$ cat src/rtl/tg_pkg.sv
// Shared constants and helpers for the traffic-generator app-side blocks.
// Latency: none (constants and elaboration-time functions only).
// Backpressure: not applicable.
package tg_pkg;

  // Command encoding that carries write data; every other encoding is a non-write.
  localparam logic [2:0] TG_CMD_WRITE = 3'b000;

  // Ceiling log2, usable in parameter and port-width expressions.
  function automatic int clog2(input int value);
    int res;
    res = 0;
    for (int i = 0; i < 31; i++) begin
      if ((1 << i) < value) res = i + 1;
    end
    return res;
  endfunction

endpackage

$ cat src/rtl/tg_sync_fifo.sv
// Synchronous first-word-fall-through FIFO of DEPTH entries, WIDTH bits each.
// Latency: a push into an empty FIFO appears on head_dat_o one cycle later.
// Backpressure: the caller never pushes when full nor pops when empty; count_o reports occupancy.
module tg_sync_fifo
  import tg_pkg::*;
#(
  parameter int WIDTH = 8,
  parameter int DEPTH = 4
) (
  input  logic                  clk,
  input  logic                  rst,
  input  logic                  push_i,
  input  logic [WIDTH-1:0]      push_dat_i,
  input  logic                  pop_i,
  output logic [WIDTH-1:0]      head_dat_o,
  output logic [clog2(DEPTH):0] count_o
);

  localparam int AW = clog2(DEPTH);
  localparam int CW = AW + 1;

  logic [WIDTH-1:0] mem_q [DEPTH];
  logic [AW-1:0]    wr_ptr_q, wr_ptr_d;
  logic [AW-1:0]    rd_ptr_q, rd_ptr_d;
  logic [CW-1:0]    count_q, count_d;

  // Storage is left unreset: only the pointers and count say which entries are valid.
  always_ff @(posedge clk) begin
    if (push_i) mem_q[wr_ptr_q] <= push_dat_i;
  end

  // Next pointers and occupancy; DEPTH is a power of two so pointers wrap for free.
  always_comb begin
    wr_ptr_d = wr_ptr_q;
    rd_ptr_d = rd_ptr_q;
    count_d  = count_q;
    if (push_i) wr_ptr_d = wr_ptr_q + AW'(1);
    if (pop_i)  rd_ptr_d = rd_ptr_q + AW'(1);
    case ({push_i, pop_i})
      2'b10:   count_d = count_q + CW'(1);
      2'b01:   count_d = count_q - CW'(1);
      default: count_d = count_q;
    endcase
  end

  // Pointer and occupancy registers with synchronous reset.
  always_ff @(posedge clk) begin
    if (rst) begin
      wr_ptr_q <= '0;
      rd_ptr_q <= '0;
      count_q  <= '0;
    end else begin
      wr_ptr_q <= wr_ptr_d;
      rd_ptr_q <= rd_ptr_d;
      count_q  <= count_d;
    end
  end

  assign head_dat_o = mem_q[rd_ptr_q];
  assign count_o    = count_q;

endmodule

$ cat src/rtl/tg_app_buffer.sv
// Decoupling buffer between the traffic-generator arbiter and the memory-controller app port.
// Latency: one cycle from a push into an empty FIFO to its presentation on app_*.
// Backpressure: up_rdy/up_wdf_rdy drop only when full; a write command waits until its data has gone out.
module tg_app_buffer
  import tg_pkg::*;
#(
  // Clock-to-output delay (ps) carried for compatibility with existing instantiations.
  parameter int TCQ            = 100,
  parameter int APP_DATA_WIDTH = 32,
  parameter int APP_ADDR_WIDTH = 32,
  parameter int APP_CMD_WIDTH  = 3,
  parameter int DEPTH          = 4
) (
  input  logic                        clk,
  input  logic                        rst,
  input  logic                        up_en,
  input  logic [APP_CMD_WIDTH-1:0]    up_cmd,
  input  logic [APP_ADDR_WIDTH-1:0]   up_addr,
  output logic                        up_rdy,
  input  logic                        up_wdf_wren,
  input  logic [APP_DATA_WIDTH-1:0]   up_wdf_data,
  input  logic [APP_DATA_WIDTH/8-1:0] up_wdf_mask,
  input  logic                        up_wdf_end,
  output logic                        up_wdf_rdy,
  output logic                        app_en,
  output logic [APP_CMD_WIDTH-1:0]    app_cmd,
  output logic [APP_ADDR_WIDTH-1:0]   app_addr,
  input  logic                        app_rdy,
  output logic                        app_wdf_wren,
  output logic [APP_DATA_WIDTH-1:0]   app_wdf_data,
  output logic [APP_DATA_WIDTH/8-1:0] app_wdf_mask,
  output logic                        app_wdf_end,
  input  logic                        app_wdf_rdy,
  output logic [clog2(DEPTH):0]       cmd_count,
  output logic [clog2(DEPTH):0]       wdf_count,
  output logic                        wr_bal_err
);

  localparam int CNT_W  = clog2(DEPTH) + 1;
  localparam int BAL_W  = clog2(DEPTH) + 3;
  localparam int MASK_W = APP_DATA_WIDTH / 8;
  localparam int CMD_FW = APP_CMD_WIDTH + APP_ADDR_WIDTH;
  localparam int WDF_FW = APP_DATA_WIDTH + MASK_W + 1;
  localparam logic [BAL_W-1:0] BAL_MAX = '1;

  logic              cmd_push, cmd_pop, wdf_push, wdf_pop;
  logic [CMD_FW-1:0] cmd_head;
  logic [WDF_FW-1:0] wdf_head;
  logic              head_is_wr, end_pop, wr_cmd_pop;
  logic [BAL_W-1:0]  wr_bal_q, wr_bal_d;
  logic              wr_bal_err_q, wr_bal_err_d;

  // Ready depends only on occupancy, never on the upstream enables.
  assign up_rdy     = (cmd_count != CNT_W'(DEPTH));
  assign up_wdf_rdy = (wdf_count != CNT_W'(DEPTH));
  assign cmd_push   = up_en & up_rdy & ~rst;
  assign wdf_push   = up_wdf_wren & up_wdf_rdy & ~rst;

  tg_sync_fifo #(.WIDTH(CMD_FW), .DEPTH(DEPTH)) u_cmd_fifo (
    .clk        (clk),
    .rst        (rst),
    .push_i     (cmd_push),
    .push_dat_i ({up_cmd, up_addr}),
    .pop_i      (cmd_pop),
    .head_dat_o (cmd_head),
    .count_o    (cmd_count)
  );

  tg_sync_fifo #(.WIDTH(WDF_FW), .DEPTH(DEPTH)) u_wdf_fifo (
    .clk        (clk),
    .rst        (rst),
    .push_i     (wdf_push),
    .push_dat_i ({up_wdf_data, up_wdf_mask, up_wdf_end}),
    .pop_i      (wdf_pop),
    .head_dat_o (wdf_head),
    .count_o    (wdf_count)
  );

  assign {app_cmd, app_addr}                      = cmd_head;
  assign {app_wdf_data, app_wdf_mask, app_wdf_end} = wdf_head;

  // Data side runs freely; the command side holds a write until a completed burst covers it,
  // either already counted in wr_bal or finishing in this very cycle.
  assign app_wdf_wren = (wdf_count != '0);
  assign wdf_pop      = app_wdf_wren & app_wdf_rdy;
  assign end_pop      = wdf_pop & app_wdf_end;
  assign head_is_wr   = (app_cmd == APP_CMD_WIDTH'(TG_CMD_WRITE));
  assign app_en       = (cmd_count != '0) & (~head_is_wr | (wr_bal_q != '0) | end_pop);
  assign cmd_pop      = app_en & app_rdy;
  assign wr_cmd_pop   = cmd_pop & head_is_wr;

  // Write balance: completed bursts minus issued write commands, saturating with a sticky error.
  always_comb begin
    wr_bal_d     = wr_bal_q;
    wr_bal_err_d = wr_bal_err_q;
    case ({end_pop, wr_cmd_pop})
      2'b10: begin
        if (wr_bal_q == BAL_MAX) wr_bal_err_d = 1'b1;
        else                     wr_bal_d     = wr_bal_q + BAL_W'(1);
      end
      2'b01:   wr_bal_d = wr_bal_q - BAL_W'(1);
      default: wr_bal_d = wr_bal_q;
    endcase
  end

  // Balance and error registers with synchronous reset.
  always_ff @(posedge clk) begin
    if (rst) begin
      wr_bal_q     <= '0;
      wr_bal_err_q <= 1'b0;
    end else begin
      wr_bal_q     <= wr_bal_d;
      wr_bal_err_q <= wr_bal_err_d;
    end
  end

  assign wr_bal_err = wr_bal_err_q;

endmodule

$ cat config.mk
export PLATFORM = sky130hd
export DESIGN_NAME = tg_app_buffer
export DESIGN_NICKNAME = d
export VERILOG_FILES = /design/src/rtl/tg_pkg.sv /design/src/rtl/tg_sync_fifo.sv /design/src/rtl/tg_app_buffer.sv
export SDC_FILE = /design/constraint.sdc
export NUM_CORES = 1
export LEC_CHECK = 0
export CAP_MARGIN = 20
export CORE_MARGIN = 2
export CORE_UTILIZATION = 55
export CTS_CLUSTER_DIAMETER = 120
export DETAILED_ROUTE_END_ITERATION = 6
export GPL_TIMING_DRIVEN = 0
export PLACE_DENSITY = 0.77
export SETUP_SLACK_MARGIN = 0.05
export SLEW_MARGIN = 20
export SYNTH_ARGS = -nofsm -noshare
export SYNTH_HDL_FRONTEND = slang
export SYNTH_HIERARCHICAL = 1
export SYNTH_SLANG_ARGS = --single-unit
$ cat constraint.sdc
create_clock -name clk -period 4 [get_ports clk]
set_input_delay 0.8 -clock clk [delete_from_list [all_inputs] [get_ports clk]]
set_output_delay 0.8 -clock clk [all_outputs]
set_load 0.05 [all_outputs]
==> After elaboration in Yosys (flattened, before gate mapping) <==
Memory sizes are Yosys's and may differ from the RTL's. A register that Yosys moved wholly into a read port is not among the register bits.
Index checks and enable logic that the tools add are counted.
{ "word_totals": {"reg_bits": 20, "ramBits": 288, "input_bits": 78, "output_inout_bits": 83, "word_cells": 64, "mem_count": 2} }
{ "classes": {"addsub": 10, "eq_ne": 10, "n_mux": 12, "n_bitwise": 13, "reduce_logical": 9} }
{ "mem_list": {"columns": ["name", "words", "word_bits", "read_ports", "rd_clocked_by_memory_dff", "wr", "line", "source"], "rows": [
  ["u_wdf_fifo.mem_q", 4, 37, 1, 1, 1, "tg_sync_fifo.sv:22", "logic [WIDTH-1:0] mem_q [DEPTH];"],
  ["u_cmd_fifo.mem_q", 4, 35, 1, 1, 1, "tg_sync_fifo.sv:22", null]
]} }
{ "ops": {"columns": ["cell", "count"], "rows": [
  ["$pmux 3 s2", 2],
  ["$pmux 5 s2", 1],
  ["$and 1x1->1", 9],
  ["$add 2x1->2 const B", 4],
  ["$mux 2", 4],
  ["$add 3x1->3 const B", 2],
  ["$eq 2x1->1 const B", 3],
  ["$eq 2x2->1 const B", 3],
  ["$ne 3x3->1 const B", 2],
  ["$reduce_bool 2->1", 3],
  ["$reduce_bool 3->1", 2],
  ["$sub 3x1->3 const B", 2],
  ["$add 5x1->5 const B", 1],
  ["$eq 5x5->1 const B", 1],
  ["$mux 5", 1],
  ["$reduce_bool 5->1", 1],
  ["$sub 5x1->5 const B", 1],
  ["$mux 1", 4],
  ["$reduce_and 2->1", 2],
  ["$logic_not 3->1", 1],
  ["$ne 2x2->1 const B", 1],
  ["$not 1->1", 2],
  ["$or 1x1->1", 2]
]} }

==> Logic depth before layout (Yosys ltp) <==
{ "depth": {"word_depth": 10, "ltp_mapped": 12} }

==> Modules after synthesis <==
Netlist, hierarchy kept.
{ "modules_own_cells": {"columns": ["mod", "instances", "cells_each", "area_each_um2"], "rows": [
  ["tg_sync_fifo at u_wdf_fifo", 1, 238, 5818.1],
  ["tg_sync_fifo at u_cmd_fifo", 1, 228, 5525.3],
  ["tg_app_buffer", 1, 57, 554.3]
]} }

==> Least setup slack after synthesis <==
OpenSTA, ideal clock, no wires.
{ "synth_timing": {"path_type": "flip-flop to flip-flop", "start": "reg (tool-made name)", "end": "reg u_cmd_fifo.count_q[2] (netlist: u_cmd_fifo/count_o[2])", "setup_time_ns": 0.070, "arrival_ns": 3.780, "required_ns": 3.930, "setup_slack_ns": 0.150, "path_stages_with_launch": 12, "cell_sequence": "dfxtp_1 buf_6 mux4_1 o311ai_2 a31oi_1 and2_1 ha_1 inv_1 fa_1 xor2_1 or3_1 a21oi_1"} }
{ "synth_rtl": {"columns": ["element", "line", "source"], "rows": [
  ["end signal: assignment", "tg_sync_fifo.sv:55", "count_q <= count_d;"],
  ["end: declaration", "tg_sync_fifo.sv:25", "logic [CW-1:0] count_q, count_d;"]
]} }

==> results.md <==
* Result of the run: finished clean
* Clock power share at roughly 28%
* Weighted congestion reported at the end of routability-driven placement at approximately 0.8
* Total Neg Setup Slack at 0 ps
* Pleak at between 0.004 and 0.005 uW
* Worst Setup End Kind: output port
* Wire length of the first global-routing pass at around 33,000 microns
* WL per Instance at between 20 and 25 microns
* First-iteration detailed-routing DRC count at about 300
* Number of antenna violations at the first check in global routing at 2
* Root buffer cell: sky130_fd_sc_hd__clkbuf_16
* Post-CTS Setup Bufs at 0
* FILL cells at around 1,200
* Unrepaired setup endpoints after global routing: no
* Slew at the pin with the worst max-slew slack at ~620 ps
* Starting Density at 56.2%
* Ratio of final minimum period to clock period at 93.9%
* N_diodes at 0
* Count of vias placed by the detailed router at around 5,600
* Worst setup path category: flip-flop to output port
* Clock latency on the worst-skew pair at about 540 ps
* Horizontal extent of the die at 151 microns
* Total DRC errors in the routed layout at 0
* Share of cells above drive strength 1 at about a fifth
* MaxCap Viol Count at 0
* Number of cells traversed by the worst hold path at 2
* Worst Hold Class: flip-flop to flip-flop
* Sequential fraction of the synthesis area at 76.7%
* Floorplan core area at 21,200 sq um
* Per-cell via count in the routed design at 5.53
* Number of max-slew violations in the final report at 0
* Floorplan row count at 53
* Vias in the first global route at just over 6,000
* Headroom to the max-slew limit at 58.4%
* Total power per unit cell area at 641 nW/um^2
* Syn-to-layout area delta at 25.9%
* Layout Skew at between 15 and 20 ps
* Endpoint required time on the critical path at 3200 ps
* Netlist Area Pre-Place at around 12,000 sq um
* Syn nets at roughly 600
* DR pass1 iterations at 4
* Full die area at approximately 23,000 sq um
* Number of H-tree branching levels at 1
* Post-synth ARST share at 0%
* Num Clock Sinks at 312
* Unique masters post-synth at 43
* # setup viols final at 0
* Portion of total power attributed to combinational logic at between 30% and 40%
* Net switching power at roughly 3000 uW
* Count of buffers inserted at the top-level ports at ~160
* Maximum resistive drop on vdd at between 500 and 600 uV
* Most common flop cell mapped by yosys: sky130_fd_sc_hd__edfxtp_1
* Longest Clk Path Bufs at 3
* Number of buffers created by CTS at 30
* Hold buffers post-CTS at 0
* Remaining global-route overflow at 0
* Sequential fraction of design power at 39.7%
* Crit Path Max Fanout at 10
* All-Layer GR Usage at a little under a fifth
* Per-instance average area after synthesis at about 23 sq um
* Post-DP HPWL at between 10,000 and 15,000 microns
* Drt total wl at 21,300 microns
* Resized Gates After CTS at 0
* Crit path arrival time at a little under 3000 ps
* Final critical delay including setup and external delays at 3750 ps
* Internal at between 6000 and 7000 uW
* Count of warnings emitted by yosys at 6
* Post-synth EDFFs at ~290
* Highest clock rate at approximately 270 MHz
* Boundary pin count at ~160
* Startpoint class of the critical path: flip-flop
* R2r worst-path depth at 12
* Flip-flop and latch count after synthesis at ~310
* Maximum number of pins on one net before global-route repair at 28
* Die Y-Extent at roughly 150 microns
* Share of total power consumed by net switching at between 30% and 40%
* Net count, final at slightly above 800
* Post-detailed-route count of antenna-violating nets at 0
* Final Util at 70.8%
* TritonCTS clock tree: yes
* Number of instances in the synthesized netlist at between 500 and 600
* Clock-pin slew on the worst setup and hold paths at roughly 60 ps
* Hold violation total from the final report at 0
-- layout make-up --
type	count	area [sq um]	share of cell area [%]
inverters	13	48.8	0.326
plain buffers	19	195	1.30
flip-flops and latches	312	9130	61.0
clock inverters	11	76.3	0.510
well taps	275	344	2.30
clock buffers	45	890	5.94
repair buffers	167	1760	11.7
multi-input cells	179	2530	16.9
-- flip-flops by register name, indices dropped and copies added, names as in the netlist, named ones only --
signal               flops
u_cmd_fifo/count_o       3
u_cmd_fifo/mem_q       140
u_cmd_fifo/rd_ptr_q      2
u_cmd_fifo/wr_ptr_q      2
u_wdf_fifo/count_o       3
u_wdf_fifo/mem_q       148
u_wdf_fifo/rd_ptr_q      2
u_wdf_fifo/wr_ptr_q      2
wr_bal_err               1
wr_bal_q                 5
-- final timing paths --
path | slack, ps | endpoint | from
worst max register to register | 600 | wr_bal_q[4] | flip-flop
worst max-delay path | 250 | app_en | flip-flop
worst min register to register | 480 | wr_bal_err | wr_bal_err
worst min-delay path | 480 | wr_bal_err | wr_bal_err
-- cells in the final DEF (no fill, tap or decap), types with 4 or more instances in the layout --
master / count
sky130_fd_sc_hd__mux4_1: 12
sky130_fd_sc_hd__buf_2: 7
sky130_fd_sc_hd__dfxtp_1: 24
sky130_fd_sc_hd__nor2_1: 25
sky130_fd_sc_hd__mux4_2: 60
sky130_fd_sc_hd__and2_2: 8
sky130_fd_sc_hd__inv_1: 12
sky130_fd_sc_hd__clkbuf_1: 11
sky130_fd_sc_hd__edfxtp_1: 288
sky130_fd_sc_hd__clkbuf_8: 4
sky130_fd_sc_hd__ha_1: 13
sky130_fd_sc_hd__clkdlybuf4s50_1: 159
sky130_fd_sc_hd__xor2_1: 6
sky130_fd_sc_hd__a21oi_1: 6
sky130_fd_sc_hd__xnor2_1: 7
sky130_fd_sc_hd__nand2_1: 5
sky130_fd_sc_hd__mux2i_1: 4
sky130_fd_sc_hd__buf_12: 13
sky130_fd_sc_hd__clkbuf_16: 32
sky130_fd_sc_hd__clkinv_2: 7
-- stage by stage --
step | area (sq um) | hold WS, ps | setup WS [ps] | power, uW | instances
floorplan | 11900 | 485 | 150 | 6080 | 523
global placement | 13800 | 458 | 501 | 6940 | 957
detailed placement | 14000 | 466 | 612 | 7010 | 965
CTS | 15000 | 481 | 189 | 9710 | 1021
global route | 15000 | 517 | 97.7 | 9960 | 1021
finish | 15000 | 482 | 245 | 9600 | 1021
-- power by group through the flow --
stage	logic (uW)	clock network [uW]	registers (uW)
2_1_floorplan	2150	0	3940
3_3_place_gp	3060	0	3870
3_5_place_dp	3120	0	3890
4_1_cts	3140	2760	3820
5_1_grt	3260	2870	3830
6_report	3100	2690	3820
-- cell families after synthesis --
family / share of synthesized area, %
compound gates: 1.39
xor+xnor: 0.957
fa+ha+maj: 1.87
buf+inv: 2.05
flops: 76.7
mux: 14.5
simple gates: 2.53
-- synth_stat cells, types with 2 or more instances --
cell type	number	area (sq um)
sky130_fd_sc_hd__or3_1	3	18.8
sky130_fd_sc_hd__a21oi_1	6	30.0
sky130_fd_sc_hd__dfxtp_1	24	480
sky130_fd_sc_hd__nor2_1	25	93.8
sky130_fd_sc_hd__clkbuf_1	2	7.51
sky130_fd_sc_hd__mux4_1	12	315
sky130_fd_sc_hd__o21ai_0	2	10.0
sky130_fd_sc_hd__xnor2_1	7	61.3
sky130_fd_sc_hd__buf_6	2	22.5
sky130_fd_sc_hd__and3b_1	2	17.5
sky130_fd_sc_hd__edfxtp_1	288	8650
sky130_fd_sc_hd__buf_2	7	35.0
sky130_fd_sc_hd__and2_1	10	62.6
sky130_fd_sc_hd__clkbuf_2	2	10.0
sky130_fd_sc_hd__ha_1	13	163
sky130_fd_sc_hd__buf_12	6	120
sky130_fd_sc_hd__inv_1	12	45.0
sky130_fd_sc_hd__mux2i_1	4	40.0
sky130_fd_sc_hd__nand3_1	2	10.0
sky130_fd_sc_hd__xor2_1	6	52.6
sky130_fd_sc_hd__mux4_2	60	1350
sky130_fd_sc_hd__nand2_1	5	18.8
sky130_fd_sc_hd__fa_1	3	60.1
-- layer usage --
metal / wire (microns) / track usage, % / vias up
li1: - / - / 2554
met1: 8120 / 22.8 / 2880
met2: 11000 / 33.5 / 176
met3: 1780 / 6.20 / 32
met4: 390 / 4.35 / 2
met5: 13 / 0 / -
-- critical path, stage by stage, from the launching register on --
cell                              delay [ps]
sky130_fd_sc_hd__dfxtp_1                 330
sky130_fd_sc_hd__buf_6                   170
sky130_fd_sc_hd__buf_12                  170
sky130_fd_sc_hd__mux4_2                  550
sky130_fd_sc_hd__nor3_2                  310
sky130_fd_sc_hd__a31oi_1                 150
sky130_fd_sc_hd__clkdlybuf4s50_1         730
Power figures use the tool's default switching activity.
==> RTL change 1 (same settings) <==
Change the parameter `APP_CMD_WIDTH` from 3 to 2.
--- a/src/rtl/tg_app_buffer.sv
+++ b/src/rtl/tg_app_buffer.sv
@@ -10,3 +10,3 @@
   parameter int APP_ADDR_WIDTH = 32,
-  parameter int APP_CMD_WIDTH  = 3,
+  parameter int APP_CMD_WIDTH  = 2,
   parameter int DEPTH          = 4
Ports: changed (resized app_cmd and up_cmd); port bits go from 161 to 159. The function was not compared with the original's and may differ.
==> RTL change 1 against the original RTL <==
- sequential power down 1%
- combinational power fell by 4%
- power up 0.48%
- critical path depth up 6
- routed wire length about the same
- synthesized area decreased by 1.5%
- cell area decreased by 0.84%
- sequential cell count decreased by 4
- setup slack better by 0.13 ns
==> RTL change 1: results (changes against the original RTL) <==
* Mapped Cells at 517 (-1.1%)
* WL/cell at 21.1 um (+0.85%)
* TNS Setup at 0 ns (unchanged)
* Crit path arrival time at 4.05 ns (+1.10 ns)
* Root buf cell: clkbuf_16
* Post-synthesis mux area share at 14.5% (about the same)
* Leakage at 4.86 nW (-0.27%)
* Clk slew on worst S/H paths at 0.06 ns (about the same)
* Post-synth net total at 610 (-1.1%)
* Final #Nets at 807 (-1.1%)
* CTS H-tree lvls at 1 (unchanged)
* Largest cells by area after synthesis: edfxtp_1, mux4_2, dfxtp_1
* Antenna violations before repair at 0 (-2)
* Switching share of power at 30.7% (-0.64 points)
* # port buffers at 157 (-1.3%)
* DRT iter0 DRCs at 240 (-22%)
* First-pass GRT wire length at 32.8 mm (about the same)
* Clk_lat worst skew at 0.55 ns
* Vias in the first global route at 5972 (-1.1%)
* Number of diodes at 0 (unchanged)
* Routed Antenna Nets at 0 (unchanged)
* DR vias at 5606 (-0.67%)
* Post-synth cell types at 38 (-12%)
* Ys Warns at 6 (unchanged)
* Biggest regs: u_wdf_fifo/mem_q x148, u_cmd_fifo/mem_q x136, wr_bal_q x5
* TritonCTS Buffers at 30 (unchanged)
* Max_slew headroom at 61.0% (+2.6 points)
* Layout cell share with drive strength beyond 1 at 19.9% (-0.56 points)
* Compound-Gate Fraction of Synth Area at 1.30% (-0.086 points)
* Post-detail-place hpwl at 13.5 mm (-3.7%)
* First-pass DRT Iterations at 4 (unchanged)
* Sequential fraction of the synthesis area at 76.8% (+0.12 points)
* Max clock buf depth at 3 (unchanged)
* GRT Total Usage at 19.1% (+0.20 points)
* Status: finished clean
* Worst IR drop on VDD at 450 uV (-13%)
* Post-synth top cells: edfxtp_1, mux4_2, nor2_1, dfxtp_1, ha_1
* Post-Synth Adder-Cell Area at 1.90% (+0.028 points)
* Hold crit path type: flip-flop to flip-flop
* Cell Count Post-Placement at 957 (-0.83%)
* Setup Skew at 0.0174 ns (-0.000695 ns)
* Routability cong. at 0.699 (-15%)
* Synth Area in XOR/XNOR at 0.971% (+0.014 points)
* Pin count of the biggest net entering global routing at 28 (unchanged)
* Worst Path Max Fanout at 10 (unchanged)
* Post-Layout Cell Count at 1012 (-0.88%)
* Post-synth ARST share at 0% (unchanged)
* Post-synth EDFFs at 284 (-1.4%)
* Primary FF master, synth: edfxtp_1
[RTL change 1: changes by cell type in the layout (fill, tap and decap cells not counted), sizes merged, moves of 3 or more]
cell | unedited run | this run
bufinv | 1 | 6
edfxtp | 288 | 284
clkinv | 10 | 14
clkbuf | 49 | 39
clkdlybuf4s50 | 159 | 156
[RTL change 1: path summary, 6_finish.rpt]
| path | cells after the start | startpoint | slack [ns] | end |
|---|---|---|---|---|
| hold / removal | 2 | wr_bal_err | 0.51 | wr_bal_err |
| setup / recovery | 12 | flip-flop | 0.37 | wr_bal_q[4] |
| setup reg to reg | 12 | flip-flop | 0.37 | wr_bal_q[4] |
| hold reg to reg | 2 | wr_bal_err | 0.51 | wr_bal_err |
[RTL change 1: cell families (layout without fill, tap and decap cells)]
| group | Yosys count | after routing |
|---|---|---|
| compound gates | 18 | 18 |
| xor+xnor | 13 | 13 |
| fa+ha+maj | 16 | 16 |
| buf+inv | 31 | 251 |
| flops | 308 | 308 |
| mux | 76 | 76 |
| simple gates | 55 | 55 |
[RTL change 1: what timing repair did]
| action | 4_1_cts | 5_1_grt |
|---|---|---|
| gates resized for setup | 0 | 1 |
| buffers inserted | 0 | 0 |
| hold endpoints to repair | 0 | 0 |
| endpoints found under the setup margin | 0 | 1 |
[RTL change 1: metrics by stage]
stage,setup slack [ns],instance area (um^2)
2_1_floorplan,0.242,11700
3_3_place_gp,0.428,13600
3_5_place_dp,0.345,13800
4_1_cts,0.0517,14800
5_1_grt,0.145,14900
6_report,0.372,14900
[RTL change 1: layout make-up]
type	instances	area, um^2
buffer	19	193
clock inverter	21	254
tap	275	344
timing repair buffer	165	1730
clock buffer	34	787
sequential	308	9010
multi-input combinational	178	2490
inverter	12	45.0
fill	1292	6100
[RTL change 1: layer usage]
| metal | track usage [%] | part of all wire (%) |
|---|---|---|
| met5 | 0 | 0 |
| met4 | 5.80 | 2.5 |
| met3 | 4.66 | 7.2 |
| met2 | 32.7 | 50 |
| met1 | 24.6 | 40 |
[RTL change 1: power by group through the flow]
stage,Combinational [W],Sequential [W],Clock (W)
finish,0.00297,0.00377,0.00291
global route,0.00313,0.00378,0.00308
CTS,0.00301,0.00377,0.00297
detailed placement,0.00299,0.00384,0
global placement,0.00293,0.00383,0
floorplan,0.00206,0.00389,0
[RTL change 1: critical path, stage by stage (launching register included)]
cell	delay, ns
dfxtp_1	0.31
clkbuf_1	0.27
buf_2	0.34
mux4_2	0.38
nor2_1	0.33
nand4_2	0.19
nor2_1	0.38
ha_1	0.35
a21o_1	0.18
a21oi_1	0.26
nor3_2	0.07
a21oi_2	0.14
mux2_4	0.31
==> RTL change 2 (config.mk and constraints unchanged) <==
Made on the original files. Reset style: asynchronous (`rst`), changed in 2 clocked blocks. Comments in the files are not updated.
--- a/src/rtl/tg_sync_fifo.sv
+++ b/src/rtl/tg_sync_fifo.sv
@@ -46,3 +46,3 @@
   // Pointer and occupancy registers with synchronous reset.
-  always_ff @(posedge clk) begin
+  always_ff @(posedge clk or posedge rst) begin
     if (rst) begin
--- a/src/rtl/tg_app_buffer.sv
+++ b/src/rtl/tg_app_buffer.sv
@@ -106,3 +106,3 @@
   // Balance and error registers with synchronous reset.
-  always_ff @(posedge clk) begin
+  always_ff @(posedge clk or posedge rst) begin
     if (rst) begin
Function: differs if rst is asserted again (counterexample within 4 cycles, from zero or initial values and one cycle with rst high); with rst held inactive, the same outputs for 4 cycles.
==> RTL change 2 against the original RTL <==
- sequential share of layout area grew 0.56 points
- count of clock-buffer cells in the layout shrank 10
- power up 24%
- setup slack better by 0.014 ns
- sequential cell count down 4
- synthesized area shrank 1.4%
- critical path type unchanged
- routed wire length down 0.12%
- cell area down 0.69%
- critical endpoint unchanged
==> RTL change 2: results (changes against the original RTL) <==
* Post-synth top cells: edfxtp_1, mux4_2, dfrtp_1, inv_1, ha_1
* Worst reg2reg startpoint: u_cmd_fifo/rd_ptr_q[0]
* Multi-input logic area at 0.00238 mm^2 (-6.0%)
* WL/cell at 21.5 um (+2.8%)
* Sw Pwr at 0.00432 W (+44%)
* Power Clock at 0.00277 W (+3%)
* Post-detail-place hpwl at 14.2 mm (+1.7%)
* Power Internal at 0.00758 W (+15%)
* Multi-input gate count at 154 (-14%)
* Leakage at 5.03 nW (+3.3%)
* Routed wl met2 at 11.4 mm (+3.6%)
* Sequential fraction of the synthesis area at 78.0% (+1.3 points)
* Worst Tran Pin Value at 0.649 ns (+0.0250 ns)
* Layout cell share with drive strength beyond 1 at 20.8% (+0.27 points)
* Slowest cell delay on critical path at 0.72 ns
* Vias in the first global route at 5996 (-0.66%)
* Clock-cell share of area at 6.68% (+0.23 points)
* Antenna violations before repair at 0 (-2)
* Hold path endpoint: wr_bal_err
* Pin count of the biggest net entering global routing at 25 (-11%)
* Inverters at 15 (+2)
* Fraction of area in multi-input gates at 16.0% (-0.90 points)
* GRT Total Usage at 19.6% (+0.61 points)
* Hold depth at 1 (-1)
* Post-synth cell types at 38 (-12%)
* Number of diodes at 0 (unchanged)
* Largest cells by area after synthesis: edfxtp_1, mux4_2, dfrtp_1
* Register area at 0.00915 mm^2 (+0.22%)
* Met3 wire len at 1.62 mm (-8.9%)
* Worst hold start: wr_bal_err
* # port buffers at 160 (+0.63%)
* RR Endpoint: wr_bal_q[3]
* R2R depth at 10 (-2)
* Routability cong. at 0.742 (-9.8%)
* Reg-to-reg slack, setup at 0.55 ns (-0.05 ns)
* Seq cells at 308 (-1.3%)
* M2 GR Usage at 35.4% (+1.9 points)
* Crit path arrival time at 2.94 ns (about the same)
* Setup Skew at 0.00998 ns (-0.00814 ns)
* First-pass GRT wire length at 33.0 mm (+0.46%)
* Worst IR drop on VDD at 659 uV (+28%)
* Status: finished clean
* DRT iter0 DRCs at 331 (+8.2%)
* Post-CTS setup buffer count at 0 (unchanged)
* Clkbuf count at 35 (-22%)
* GR Util met1 at 23.3% (+0.58 points)
* Vias per inst at 5.53 (about the same)
* Fillers at 1277 (+3.5%)
* M1 WL at 7.98 mm (-1.7%)
* Grt met3 use at 5.61% (-0.60 points)
* Reg power frac at 34.8% (-4.9 points)
* Post-synth net total at 587 (-4.9%)
* Signal buffers at 184 (-1.1%)
* Post-synth ARST share at 6.49% (+6.5 points)
* Dpl cell area at 0.0139 mm^2 (-0.94%)
* Max Used Layer: met4
* Final #Nets at 787 (-3.6%)
* NonClk Buf Share at 13.1% (+0.041 points)
==> RTL change 2: cell types whose count changed in the layout (fill, tap and decap cells not counted), sizes merged, moves of 3 or more <==
| cell | delta |
|---|---|
| a21oi | -5 |
| and3 | +3 |
| bufinv | +3 |
| clkbuf | -13 |
| clkinv | +4 |
| dfrtp | +20 |
| dfxtp | -24 |
| inv | +3 |
| nor2 | -21 |
| or3 | -3 |
| xor2 | +3 |
==> RTL change 2: logic make-up after synthesis <==
kind of cell	count (synthesis)	synth area share, %
and+or+nand+nor	34	1.91
DFF	308	78.0
muxes	78	14.7
xor gates and xnor gates	16	1.20
AOI/OAI and AO/OA	10	0.544
buffers and inverters	31	1.74
adders and majority gates	16	1.90
==> RTL change 2: worst max path at each step <==
| stage | slack, ns | endpoint | start |
|---|---|---|---|
| 6_report | 0.26 | app_en | u_cmd_fifo/rd_ptr_q[0] |
| 5_1_grt | 0.13 | app_en | u_cmd_fifo/rd_ptr_q[0] |
| 4_1_cts | 0.19 | app_en | u_cmd_fifo/rd_ptr_q[0] |
| 3_5_place_dp | 0.55 | app_en | app_wdf_rdy |
| 3_3_place_gp | 0.20 | u_wdf_fifo/mem_q[3][18] | rst |
| 2_1_floorplan | 0.39 | u_cmd_fifo/count_o[2] | u_wdf_fifo/rd_ptr_q[0] |
==> RTL change 2: stage by stage <==
stage / std cells / utilization (%) / hold slack, ns
after floorplan: 493 / - / 0.494
after global placement: 928 / 65.2 / 0.470
after detailed placement: 936 / 66.2 / 0.469
after CTS: 992 / 71.0 / 0.488
after global routing: 992 / 71.0 / 0.516
final: 992 / 71.0 / 0.481
==> RTL change 2: critical path, delay by kind of cell (launching register included) <==
kind | cells | cell delay, ns
compound gates | 1 | 0.14
buf+inv | 3 | 1.08
flops | 1 | 0.35
mux | 1 | 0.56
simple gates | 1 | 0.28
